==> config.mk <==
export PLATFORM = sky130hd
export DESIGN_NAME = hilo_muldiv_unit
export DESIGN_NICKNAME = d
export VERILOG_FILES = /design/src/rtl/hilo_muldiv_unit.sv
export SDC_FILE = /design/constraint.sdc
export NUM_CORES = 1
export LEC_CHECK = 0
export ABC_CLOCK_PERIOD_IN_PS = 11950
export BUFFER_PORTS_ARGS = -buffer_cell sky130_fd_sc_hd__buf_4
export CORE_MARGIN = 3
export CORE_UTILIZATION = 63
export CTS_BUF_LIST = sky130_fd_sc_hd__clkbuf_8
export DETAILED_ROUTE_END_ITERATION = 12
export HOLD_SLACK_MARGIN = 0.03
export PLACE_DENSITY_LB_ADDON = 0.12
export SLEW_MARGIN = 20
export SYNTH_ARGS = -nofsm -noshare
export SYNTH_HDL_FRONTEND = slang
export SYNTH_SLANG_ARGS = --single-unit
==> constraint.sdc <==
create_clock -name clk -period 11.95 [get_ports clk]
set_clock_uncertainty 0.2 [all_clocks]
set_input_delay 3.585 -clock clk [delete_from_list [all_inputs] [get_ports clk]]
set_output_delay 3.585 -clock clk [all_outputs]
set_load 0.02 [all_outputs]
==> src/rtl/hilo_muldiv_unit.sv <==
// hilo_muldiv_unit: HI/LO multiply/divide unit beside the ALU (MULT/MULTU/DIV/DIVU/MTHI/MTLO).
// Latency: MTHI/MTLO write HI/LO at the accept edge; MULT*/DIV* finish 33 edges after accept; divide-by-zero finishes after 1 edge.
// Backpressure: busy is high while an operation is in flight; start is dropped, not queued, unless the unit is idle.
// Build option: define MULDIV_FAST_MULT_EN for a single-cycle combinational MULT/MULTU (divide stays iterative).
module hilo_muldiv_unit #(
   parameter int DATA_W      = 32,
   parameter int ITER_CYCLES = 32
) (
   input  logic              clk,
   input  logic              reset,
   input  logic              start,
   input  logic [5:0]        operation,
   input  logic [DATA_W-1:0] a,
   input  logic [DATA_W-1:0] b,
   output logic              busy,
   output logic              done,
   output logic              div_by_zero,
   output logic [DATA_W-1:0] hi,
   output logic [DATA_W-1:0] lo
);

   localparam int MSB = DATA_W - 1;

   localparam logic [5:0] OP_MULT  = 6'b011000;
   localparam logic [5:0] OP_MULTU = 6'b011001;
   localparam logic [5:0] OP_DIV   = 6'b011010;
   localparam logic [5:0] OP_DIVU  = 6'b011011;
   localparam logic [5:0] OP_MTHI  = 6'b010001;
   localparam logic [5:0] OP_MTLO  = 6'b010011;

   localparam logic [2:0] S_IDLE = 3'd0;
   localparam logic [2:0] S_MUL  = 3'd1;
   localparam logic [2:0] S_DIV  = 3'd2;
   localparam logic [2:0] S_FIX  = 3'd3;
   localparam logic [2:0] S_FIN  = 3'd4;

   // Counter value seen on the last iteration edge; the next edge is FIX.
   localparam logic [4:0] LAST_ITER = 5'(ITER_CYCLES - 1);

   logic [2:0]          state;
   logic [4:0]          cnt;
   logic [DATA_W-1:0]   op_a;       // multiplicand magnitude / divisor is op_b
   logic [DATA_W-1:0]   op_b;
   logic                neg_q;      // product or quotient needs negation
   logic                neg_r;      // remainder needs negation (dividend sign)
   logic                is_div;
   logic [2*DATA_W-1:0] mul_acc;    // {partial product, remaining multiplier bits}
   logic [DATA_W-1:0]   div_rem;
   logic [DATA_W-1:0]   div_quo;    // dividend bits shift out the top, quotient bits in the bottom

   logic                is_signed;
   logic [DATA_W-1:0]   mag_a;
   logic [DATA_W-1:0]   mag_b;
   logic [DATA_W:0]     mul_sum;
   logic [DATA_W:0]     div_shift;
   logic [DATA_W:0]     div_diff;
   logic                div_ge;
   logic [2*DATA_W-1:0] mul_raw;
   logic [2*DATA_W-1:0] mul_fixed;
   logic [DATA_W-1:0]   quo_fixed;
   logic [DATA_W-1:0]   rem_fixed;

   // Operand magnitudes: signed ops work on |a|,|b| and fix the sign at the end.
   always_comb begin
      is_signed = (operation == OP_MULT) || (operation == OP_DIV);
      mag_a     = (is_signed && a[MSB]) ? -a : a;
      mag_b     = (is_signed && b[MSB]) ? -b : b;
   end

   // One shift-add multiply step and one restoring-divide step.
   always_comb begin
      mul_sum   = {1'b0, mul_acc[2*DATA_W-1:DATA_W]} + (mul_acc[0] ? {1'b0, op_a} : {(DATA_W+1){1'b0}});
      div_shift = {div_rem, div_quo[MSB]};
      div_diff  = div_shift - {1'b0, op_b};
      div_ge    = (div_shift >= {1'b0, op_b});
   end

`ifdef MULDIV_FAST_MULT_EN
   // Whole unsigned magnitude product in one cycle from the latched operands.
   always_comb begin
      mul_raw = {{DATA_W{1'b0}}, op_a} * {{DATA_W{1'b0}}, op_b};
   end
`else
   // Iterative product is whatever the accumulator holds after the last step.
   always_comb begin
      mul_raw = mul_acc;
   end
`endif

   // Two's-complement sign correction applied when results are committed.
   always_comb begin
      mul_fixed = neg_q ? -mul_raw : mul_raw;
      quo_fixed = neg_q ? -div_quo : div_quo;
      rem_fixed = neg_r ? -div_rem : div_rem;
   end

   // Control FSM, iteration datapath and architectural HI/LO registers.
   always_ff @(posedge clk or posedge reset) begin
      if (reset) begin
         state       <= S_IDLE;
         cnt         <= '0;
         op_a        <= '0;
         op_b        <= '0;
         neg_q       <= 1'b0;
         neg_r       <= 1'b0;
         is_div      <= 1'b0;
         mul_acc     <= '0;
         div_rem     <= '0;
         div_quo     <= '0;
         busy        <= 1'b0;
         done        <= 1'b0;
         div_by_zero <= 1'b0;
         hi          <= '0;
         lo          <= '0;
      end else begin
         done        <= 1'b0;
         div_by_zero <= 1'b0;
         case (state)
            S_IDLE: begin
               if (start) begin
                  case (operation)
                     OP_MTHI: hi <= a;
                     OP_MTLO: lo <= a;
                     OP_MULT, OP_MULTU: begin
                        op_a    <= mag_a;
                        op_b    <= mag_b;
                        neg_q   <= is_signed & (a[MSB] ^ b[MSB]);
                        neg_r   <= 1'b0;
                        is_div  <= 1'b0;
                        mul_acc <= {{DATA_W{1'b0}}, mag_b};
                        cnt     <= '0;
                        busy    <= 1'b1;
                        state   <= S_MUL;
                     end
                     OP_DIV, OP_DIVU: begin
                        op_a    <= mag_a;
                        op_b    <= mag_b;
                        neg_q   <= is_signed & (a[MSB] ^ b[MSB]);
                        neg_r   <= is_signed & a[MSB];
                        is_div  <= 1'b1;
                        div_rem <= '0;
                        div_quo <= mag_a;
                        cnt     <= '0;
                        busy    <= 1'b1;
                        // A zero divisor skips iteration and leaves HI/LO untouched.
                        state   <= (b == '0) ? S_FIN : S_DIV;
                     end
                     default: ;
                  endcase
               end
            end
            S_MUL: begin
`ifdef MULDIV_FAST_MULT_EN
               {hi, lo} <= mul_fixed;
               busy     <= 1'b0;
               done     <= 1'b1;
               state    <= S_IDLE;
`else
               mul_acc <= {mul_sum, mul_acc[DATA_W-1:1]};
               cnt     <= cnt + 5'd1;
               if (cnt == LAST_ITER) state <= S_FIX;
`endif
            end
            S_DIV: begin
               if (div_ge) begin
                  div_rem <= div_diff[DATA_W-1:0];
                  div_quo <= {div_quo[DATA_W-2:0], 1'b1};
               end else begin
                  div_rem <= div_shift[DATA_W-1:0];
                  div_quo <= {div_quo[DATA_W-2:0], 1'b0};
               end
               cnt <= cnt + 5'd1;
               if (cnt == LAST_ITER) state <= S_FIX;
            end
            S_FIX: begin
               if (is_div) begin
                  lo <= quo_fixed;
                  hi <= rem_fixed;
               end else begin
                  {hi, lo} <= mul_fixed;
               end
               busy  <= 1'b0;
               done  <= 1'b1;
               state <= S_IDLE;
            end
            S_FIN: begin
               busy        <= 1'b0;
               done        <= 1'b1;
               div_by_zero <= 1'b1;
               state       <= S_IDLE;
            end
            default: state <= S_IDLE;
         endcase
      end
   end

endmodule

Word-level counts from Yosys, hierarchy flattened
Index checks and enable logic that the tools add are counted.
{"block": "op_classes", "n_addsub": 8, "n_eq_ne": 19, "magnitude_cmp": 1, "n_reduce_logical": 25, "muxes": 40, "bitwise": 3}
{"operator": "32-bit two-way mux", "n": 16}
{"operator": "32-bit one-hot mux with 2 select lines", "n": 4}
{"operator": "64-bit two-way mux", "n": 3}
{"operator": "32-bit negation", "n": 4}
{"operator": "64-bit one-hot mux with 2 select lines", "n": 1}
{"operator": "64-bit negation", "n": 1}
{"operator": "6-bit by 5-bit equality test with 1-bit output, second input constant", "n": 6}
{"operator": "32-bit by 32-bit adder with 33-bit output", "n": 1}
{"operator": "33-bit by 32-bit greater-or-equal comparator with 1-bit output", "n": 1}
{"operator": "32-bit logical NOT", "n": 1}
{"operator": "32-bit subtractor", "n": 1}
{"operator": "3-bit AND reduction", "n": 9}
{"operator": "3-bit one-hot mux with 2 select lines", "n": 2}
{"operator": "2-bit nonzero test", "n": 6}
{"operator": "5-bit two-way mux", "n": 2}
{"operator": "2-bit by 1-bit != test with 1-bit output, second input constant", "n": 5}
{"operator": "5-bit one-hot mux with 2 select lines", "n": 1}
{"operator": "3-bit two-way mux", "n": 3}
{"operator": "2-bit OR reduction", "n": 4}
{"operator": "3-bit by 2-bit equality test with 1-bit output, second input constant", "n": 2}
{"operator": "1-bit one-hot mux with 2 select lines", "n": 3}
{"operator": "5-bit by 1-bit adder with 5-bit output, second input constant", "n": 1}
{"operator": "5-bit equality test, second input constant", "n": 1}
{"operator": "1-bit two-way mux", "n": 5}
{"operator": "10 further kinds", "n": 13}
{"block": "totals", "in_bits": 73, "output_inout_bits": 67, "ff_bits": 270, "elab_cells": 111}

Logic depth before layout (Yosys ltp)
Gate-level depths: netlist of the first run.
{"block": "logic_depth", "ltp_word": 7, "depth_mapped": 14, "depth_no_buf": 13}

Worst setup path after synthesis of the first run
OpenSTA, ideal clock, no wires.
{"block": "synth_path", "path_type": "input -> register", "from": "in b[9]", "to": "reg op_b[22]", "arrival_time_ns": 5.660, "path_stages": 8, "path_buffers": 0, "path_slack_ns": 5.957, "cell_sequence": "or4_1 -> or4_1 -> nor3_1 -> nand2_1 -> or2_1 -> o41ai_1 -> xor2_1 -> o21ai_0"}
{"block": "synth_between", "elab_chain_cells": 2}
{"item": "from (decl)", "line": "14", "text": "input logic [DATA_W-1:0] b,"}
{"item": "32-bit negation", "line": "67", "text": "mag_b = (is_signed && b[MSB]) ? -b : b;"}
{"item": "32-bit two-way mux", "line": "67"}
{"item": "to (signal assigned)", "line": "126", "text": "op_b <= mag_b;"}
{"item": "to (signal assigned)", "line": "137", "text": "op_b <= mag_b;"}
{"item": "to (decl)", "line": "43", "text": "logic [DATA_W-1:0] op_b;"}
No other way between the ends.
A chain may end at the register's enable or synchronous reset.

Worst setup path in the final report of the first run
{"block": "layout_path", "from": "in b[2]", "to": "reg op_b[23]"}
Same word-level chain as after synthesis.

==> results of run 1 <==
[layout by cell type, fill, tap and decap left out, types with 43 or more instances in the layout]
master    count
buf_4       156
dfrtp_1     268
clkbuf_8     64
a21o_1       43
a21oi_1     175
mux2i_1      56
ha_1         71
a22oi_1      43
nor2_1      125
o21ai_0     222
nand2_1     240
inv_1        81
xor2_1      111
nand3_1      49
o21ai_1      78
xnor2_1     108
[logic make-up after synthesis]
group           Yosys count
compound gates          781
simple gates            658
flops                   270
xor+xnor                219
buf+inv                 203
fa+ha+maj                73
mux                      72
[through the flow]
stage               total power, mW  utilization, %
floorplan                      3.60               -
global placement               4.50            68.4
detailed placement             4.58            68.4
CTS                            5.49            71.7
global route                   5.91            71.7
finish                         5.58            71.7
[sequential cells by signal (all words and copies together) (netlist names), 3 cells and up]
name and count:
hi 32, op_b 32, lo 32, op_a 32
state 3, div_quo 32, mul_acc 64, div_rem 32
cnt 5
[power by group]
group / switching, mW / internal, mW / leakage, nW / total [mW]
logic: 1.76 / 1.15 / 5.46 / 2.91
clock network: 0.420 / 0.479 / 0.573 / 0.899
registers: 0.518 / 1.25 / 3.33 / 1.77
total: 2.70 / 2.88 / 9.36 / 5.58
[area by class of cell]
class | instances | area (µm²) | share of cell area [%]
Multi-Input combinational cell | 1803 | 11700 | 54.5
Sequential cell | 270 | 6760 | 31.6
Timing Repair Buffer | 158 | 1200 | 5.63
Clock buffer | 64 | 881 | 4.12
Tap cell | 390 | 488 | 2.28
Inverter | 70 | 270 | 1.26
Clock inverter | 25 | 111 | 0.521
[path summary, 6_finish.rpt]
check                                          end  depth (start not counted)                    from
setup / recovery              op_b[23]$_DFFE_PP0P_                          8                    b[2]
hold / removal                op_a[27]$_DFFE_PP0P_                          2    op_a[27]$_DFFE_PP0P_
setup reg to reg           mul_acc[57]$_DFFE_PP0P_                         13  mul_acc[0]$_DFFE_PP0P_
hold reg to reg               op_a[27]$_DFFE_PP0P_                          2    op_a[27]$_DFFE_PP0P_
max in group asynchronous  mul_acc[11]$_DFFE_PP0P_                          3                   reset
min in group asynchronous    div_by_zero$_DFF_PP0_                          2                   reset
[metal layers]
metal	part of all wire, %	global-route usage [%]	wire, µm
met5	0	0	0
met3	12	7.59	7940
met4	6.0	20.6	4090
met2	43	61.6	29500
met1	39	57.9	27100
[worst max-delay path, stage by stage]
cell and delay, ns:
buf_4 0.14, or4_1 0.58, nor4_1 0.83, nor4b_1 0.51, nand2b_1 0.18, o21ai_1 0.17
xor2_1 0.39, o21ai_0 0.14
==> results_dict.tcl, run 1 <==
set metrics [dict create \
    status "finished clean" \
    dieArea_um2 32500 \
    dp_slack_ns 5.10 \
    cts_root_buf "clkbuf_8" \
    path_max_fanout 6 \
    place_congestion 1.01 \
    gr-total-overflow 0 \
    synth_common_cells "dfrtp_1 (270), nand2_1 (243), o21ai_0 (222)" \
    final_cell_count_no_fill 2780 \
    synth_top_area_cell "dfrtp_1" \
    syn_avg_cell_area_um2 8.40 \
    via_per_inst 6.81 \
    core_area_um2 29800 \
    cellPowerDensity_nw_per_um2 261 \
    finalCritPeriodShare_pct 52.7 \
    synth.most_common_cell "dfrtp_1" \
    setup_ws_ns 5.65 \
    synth_enable_flop_cells 0 \
    clock_path_buffers 3 \
    arrival_ns 6.52 \
    synth_area_leaders "dfrtp_1 (35%), o21ai_0 (5.8%), xor2_1 (5.1%)" \
    post_cts_resized 0 \
    synthSimpleGateAreaFrac_pct 17.0 \
    finalCriticalPeriod_ns 6.30 \
    postCtsSetupBuffers 0 \
    io_pins 140 \
    final_area_um2 21400 \
    timing.hold.ws_ns 0.274 \
    ys_warn_count 0 \
    fp-row-count 63 \
    placed_cell_area_um2 20400 \
    syn2layout_area_growth_pct 11.8 \
    syn_inst 2276 \
    finalNetCount 2498 \
    ir_drop_uv 154 \
    drc 0 \
    r2r_setup_slack_ns 6.84 \
    synth_xor_area_share_pct 10.0 \
    drt.antenna.violating_nets 0 \
    relSlewSlack_pct 17.5 \
    cts_tree "built" \
    fillers 2452 \
    ys_seq_area_share_pct 35.4 \
    clk_latency_ns 0.59 \
    diodes 0 \
    setup_violations 0 \
    netlist_area_um2 19100 \
    syn_nets 2422 \
    fin_setup_tns_ns 0 \
    grt_first_pass_wirelength_mm 106 \
    async_flop_share_pct 100 \
    place_inst 2691 \
    end_kind "register" \
    drive_gt1_share_pct 12.3 \
    portBuffers 139 \
    drtIter0Drc 2316 \
    cts.sinks 270 \
    ctsHoldBuffers 0 \
    synth_ff_type "dfrtp_1" \
    wl_per_cell_um 24.7 \
    dp_hpwl_mm 49.5 \
    hold_violations 0 \
    grt_pass1_vias 17700 \
    synth_top_family_by_area "compound AO/OA/AOI/OAI gates" \
    criticalPathCategory "input port to register" \
    grt_max_degree 144 \
    synth.area.mux_share_pct 3.94 \
    start_kind "input port" \
    clk_pin_slew_ns 0.06 \
    worstMarginPinSlew_ns 1.21 \
    dr.pass1.iters 6 \
    synthAdderAreaFrac_pct 4.86 \
    start_util_pct 64.1 \
    p_leak_nw 9.36 \
    vias 18900 \
    grtUsageTotal_pct 41.2 \
    totalWireLength_mm 68.6 \
    hold_class "register to register" \
    synth_seq_cells 270 \
    dieWidth_um 180 \
    htreeDepth 2 \
    synth-compound-area-share_pct 24.8 \
    slew_viol_final 0 \
    max_freq_mhz 159 \
    rsz0062_at_grt "no" \
    drv_cap 0 \
    crit_required_ns 12.17 \
    cts_buffers 49 \
    antenna_found_initial 1 \
    chipHeight_um 180 \
    synth_top_area_share_pct 35.4 \
    synthDistinctLibCells 82 \
]
No activity file was read; power rests on OpenSTA's default activity.
==> inputs of run 2 (changes only) <==
--- a/config.mk
+++ b/config.mk
@@ -5,7 +5,7 @@
 export SDC_FILE = /design/constraint.sdc
 export NUM_CORES = 1
 export LEC_CHECK = 0
-export ABC_CLOCK_PERIOD_IN_PS = 11950
+export ABC_CLOCK_PERIOD_IN_PS = 5900
 export BUFFER_PORTS_ARGS = -buffer_cell sky130_fd_sc_hd__buf_4
 export CORE_MARGIN = 3
 export CORE_UTILIZATION = 63
==> constraint.sdc (replaced) <==
create_clock -name clk -period 5.9 [get_ports clk]
set_clock_uncertainty 0.2 [all_clocks]
set_input_delay 1.77 -clock clk [delete_from_list [all_inputs] [get_ports clk]]
set_output_delay 1.77 -clock clk [all_outputs]
set_load 0.02 [all_outputs]
==> results_dict.tcl, run 2 (synthesized netlist as in run 1, its figures left out) <==
set metrics [dict create \
    drc 0 \
    grt_pass1_vias 17700 \
    drtIter0Drc 2348 \
    chipHeight_um 180 \
    ir_drop_uv 315 \
    final_common_cell "dfrtp_1" \
    dieArea_um2 32500 \
    start_util_pct 64.1 \
    postCtsSetupBuffers 0 \
    crit_required_ns 6.15 \
    final_cell_count_no_fill 2790 \
    max_freq_mhz 227 \
    final_core_util_pct 72.4 \
    finalNetCount 2505 \
    cts_buffers 49 \
    drive_gt1_share_pct 12.6 \
    totalWireLength_mm 68.3 \
    io_pins 140 \
    htreeDepth 2 \
    diodes 0 \
    dieWidth_um 180 \
    post_cts_resized 0 \
    slew_viol_final 0 \
    worstMarginPinSlew_ns 1.08 \
    arrival_ns 4.67 \
    start_kind "register" \
    status "finished clean" \
    pwr-share-comb_pct 51.7 \
    cts_root_buf "clkbuf_8" \
    finalCritPeriodShare_pct 74.8 \
    setup_violations 0 \
    area.sequential_um2 6760 \
    fin_setup_tns_ns 0 \
    multi_input_area_um2 11700 \
    clk_latency_ns 0.59 \
    syn2layout_area_growth_pct 12.8 \
    hold_class "register to register" \
    grtUsageTotal_pct 40.9 \
    clock_path_buffers 3 \
    relSlewSlack_pct 28.3 \
    ctsHoldBuffers 0 \
    crit_path_start "mul_acc[0]$_DFFE_PP0P_" \
    cts.sinks 270 \
    gr-total-overflow 0 \
    regMostFlops "mul_acc" \
    dr.pass1.iters 7 \
    r2r_setup_slack_ns 1.49 \
    antenna_found_initial 3 \
    p_seq_share_pct 31.3 \
    hold_violations 0 \
    fp-row-count 63 \
    cellPowerDensity_nw_per_um2 532 \
    p_switching_mw 5.51 \
    finalCriticalPeriod_ns 4.41 \
    p_sw_share_pct 48.0 \
    core_area_um2 29800 \
    hold_start "op_a[27]$_DFFE_PP0P_" \
    layout_common_cells "dfrtp_1 (268), nand2_1 (240), o21ai_0 (222)" \
    criticalPathCategory "register to register" \
    place_inst 2696 \
    wl_per_cell_um 24.5 \
    path_max_fanout 31 \
    fillers 2398 \
    clk_pin_slew_ns 0.06 \
    intPower_mw 5.97 \
    power_frac_clock_pct 17.0 \
    rsz0062_at_grt "no" \
    dp_hpwl_mm 50.3 \
    drt.antenna.violating_nets 0 \
    portBuffers 139 \
    drv_cap 0 \
    place_congestion 1.02 \
    grt_first_pass_wirelength_mm 105 \
    grt_max_degree 117 \
    end_kind "register" \
    p_leak_nw 9.45 \
    largest_reg_flops 64 \
    cts_tree "built" \
    vias 18900 \
    reg2reg_from "mul_acc[0]$_DFFE_PP0P_" \
    via_per_inst 6.77 \
]
==> run 2: cell count changes in the layout (fill, tap and decap cells not counted), sizes merged <==
cell / before / now
inv: 82 / 81
clkbuf: 64 / 67
buf: 158 / 165
bufinv: 0 / 2
clkinvlp: 1 / 3
clkinv: 12 / 9
==> run 2: cell type report <==
class / instances / area share [%]
multi-input combinational: 1803 / 54.1
sequential: 270 / 31.4
timing repair buffer: 165 / 6.05
clock buffer: 67 / 4.28
tap: 390 / 2.26
inverter: 70 / 1.24
clock inverter: 25 / 0.760
==> run 2: path summary, 6_finish.rpt <==
check                                     endpoint  cells after the start
hold / removal                op_a[27]$_DFFE_PP0P_                      2
setup / recovery           mul_acc[60]$_DFFE_PP0P_                     11
min in group asynchronous           done$_DFF_PP0_                      3
max in group asynchronous        neg_q$_DFFE_PP0P_                      3
setup reg to reg           mul_acc[60]$_DFFE_PP0P_                     11
hold reg to reg               op_a[27]$_DFFE_PP0P_                      2
==> run 2: stage by stage <==
step	area (µm²)	total power, mW	hold WS [ns]	setup WS, ns
final	21600	11.5	0.276	1.49
after global routing	21600	12.2	0.309	1.14
after CTS	21500	11.3	0.284	1.58
after detailed placement	20400	9.32	0.269	1.15
after global placement	20400	9.17	0.257	1.27
after floorplan	19100	7.29	0.242	0.363
==> run 2: worst max-delay path, cell delays in order, from the launching register on <==
cell and delay [ns]:
dfrtp_1 0.50, buf_4 0.40, and2_1 0.20, ha_1 0.30, a2111oi_0 0.66, a21oi_1 0.21, o31a_1 0.37, a31oi_1 0.40
o311ai_1 0.32, a31oi_1 0.46, or4_1 0.19, nand3_1 0.07
==> run 2: layer usage <==
| layer | up-vias | part of all wire (%) | GRT usage [%] |
|---|---|---|---|
| met5 | - | 0.019 | 0 |
| met4 | 2 | 6.1 | 20.6 |
| met3 | 220 | 12 | 10.6 |
| met2 | 1196 | 43 | 60.4 |
| met1 | 9038 | 39 | 56.0 |
| li1 | 8436 | - | - |
==> run 2: power groups by stage <==
stage	clock [mW]	combinational [mW]	sequential, mW
after floorplan	0	3.91	3.38
after global placement	0	5.65	3.52
after detailed placement	0	5.77	3.55
after CTS	1.95	5.80	3.53
after global routing	2.04	6.46	3.65
final	1.95	5.93	3.59
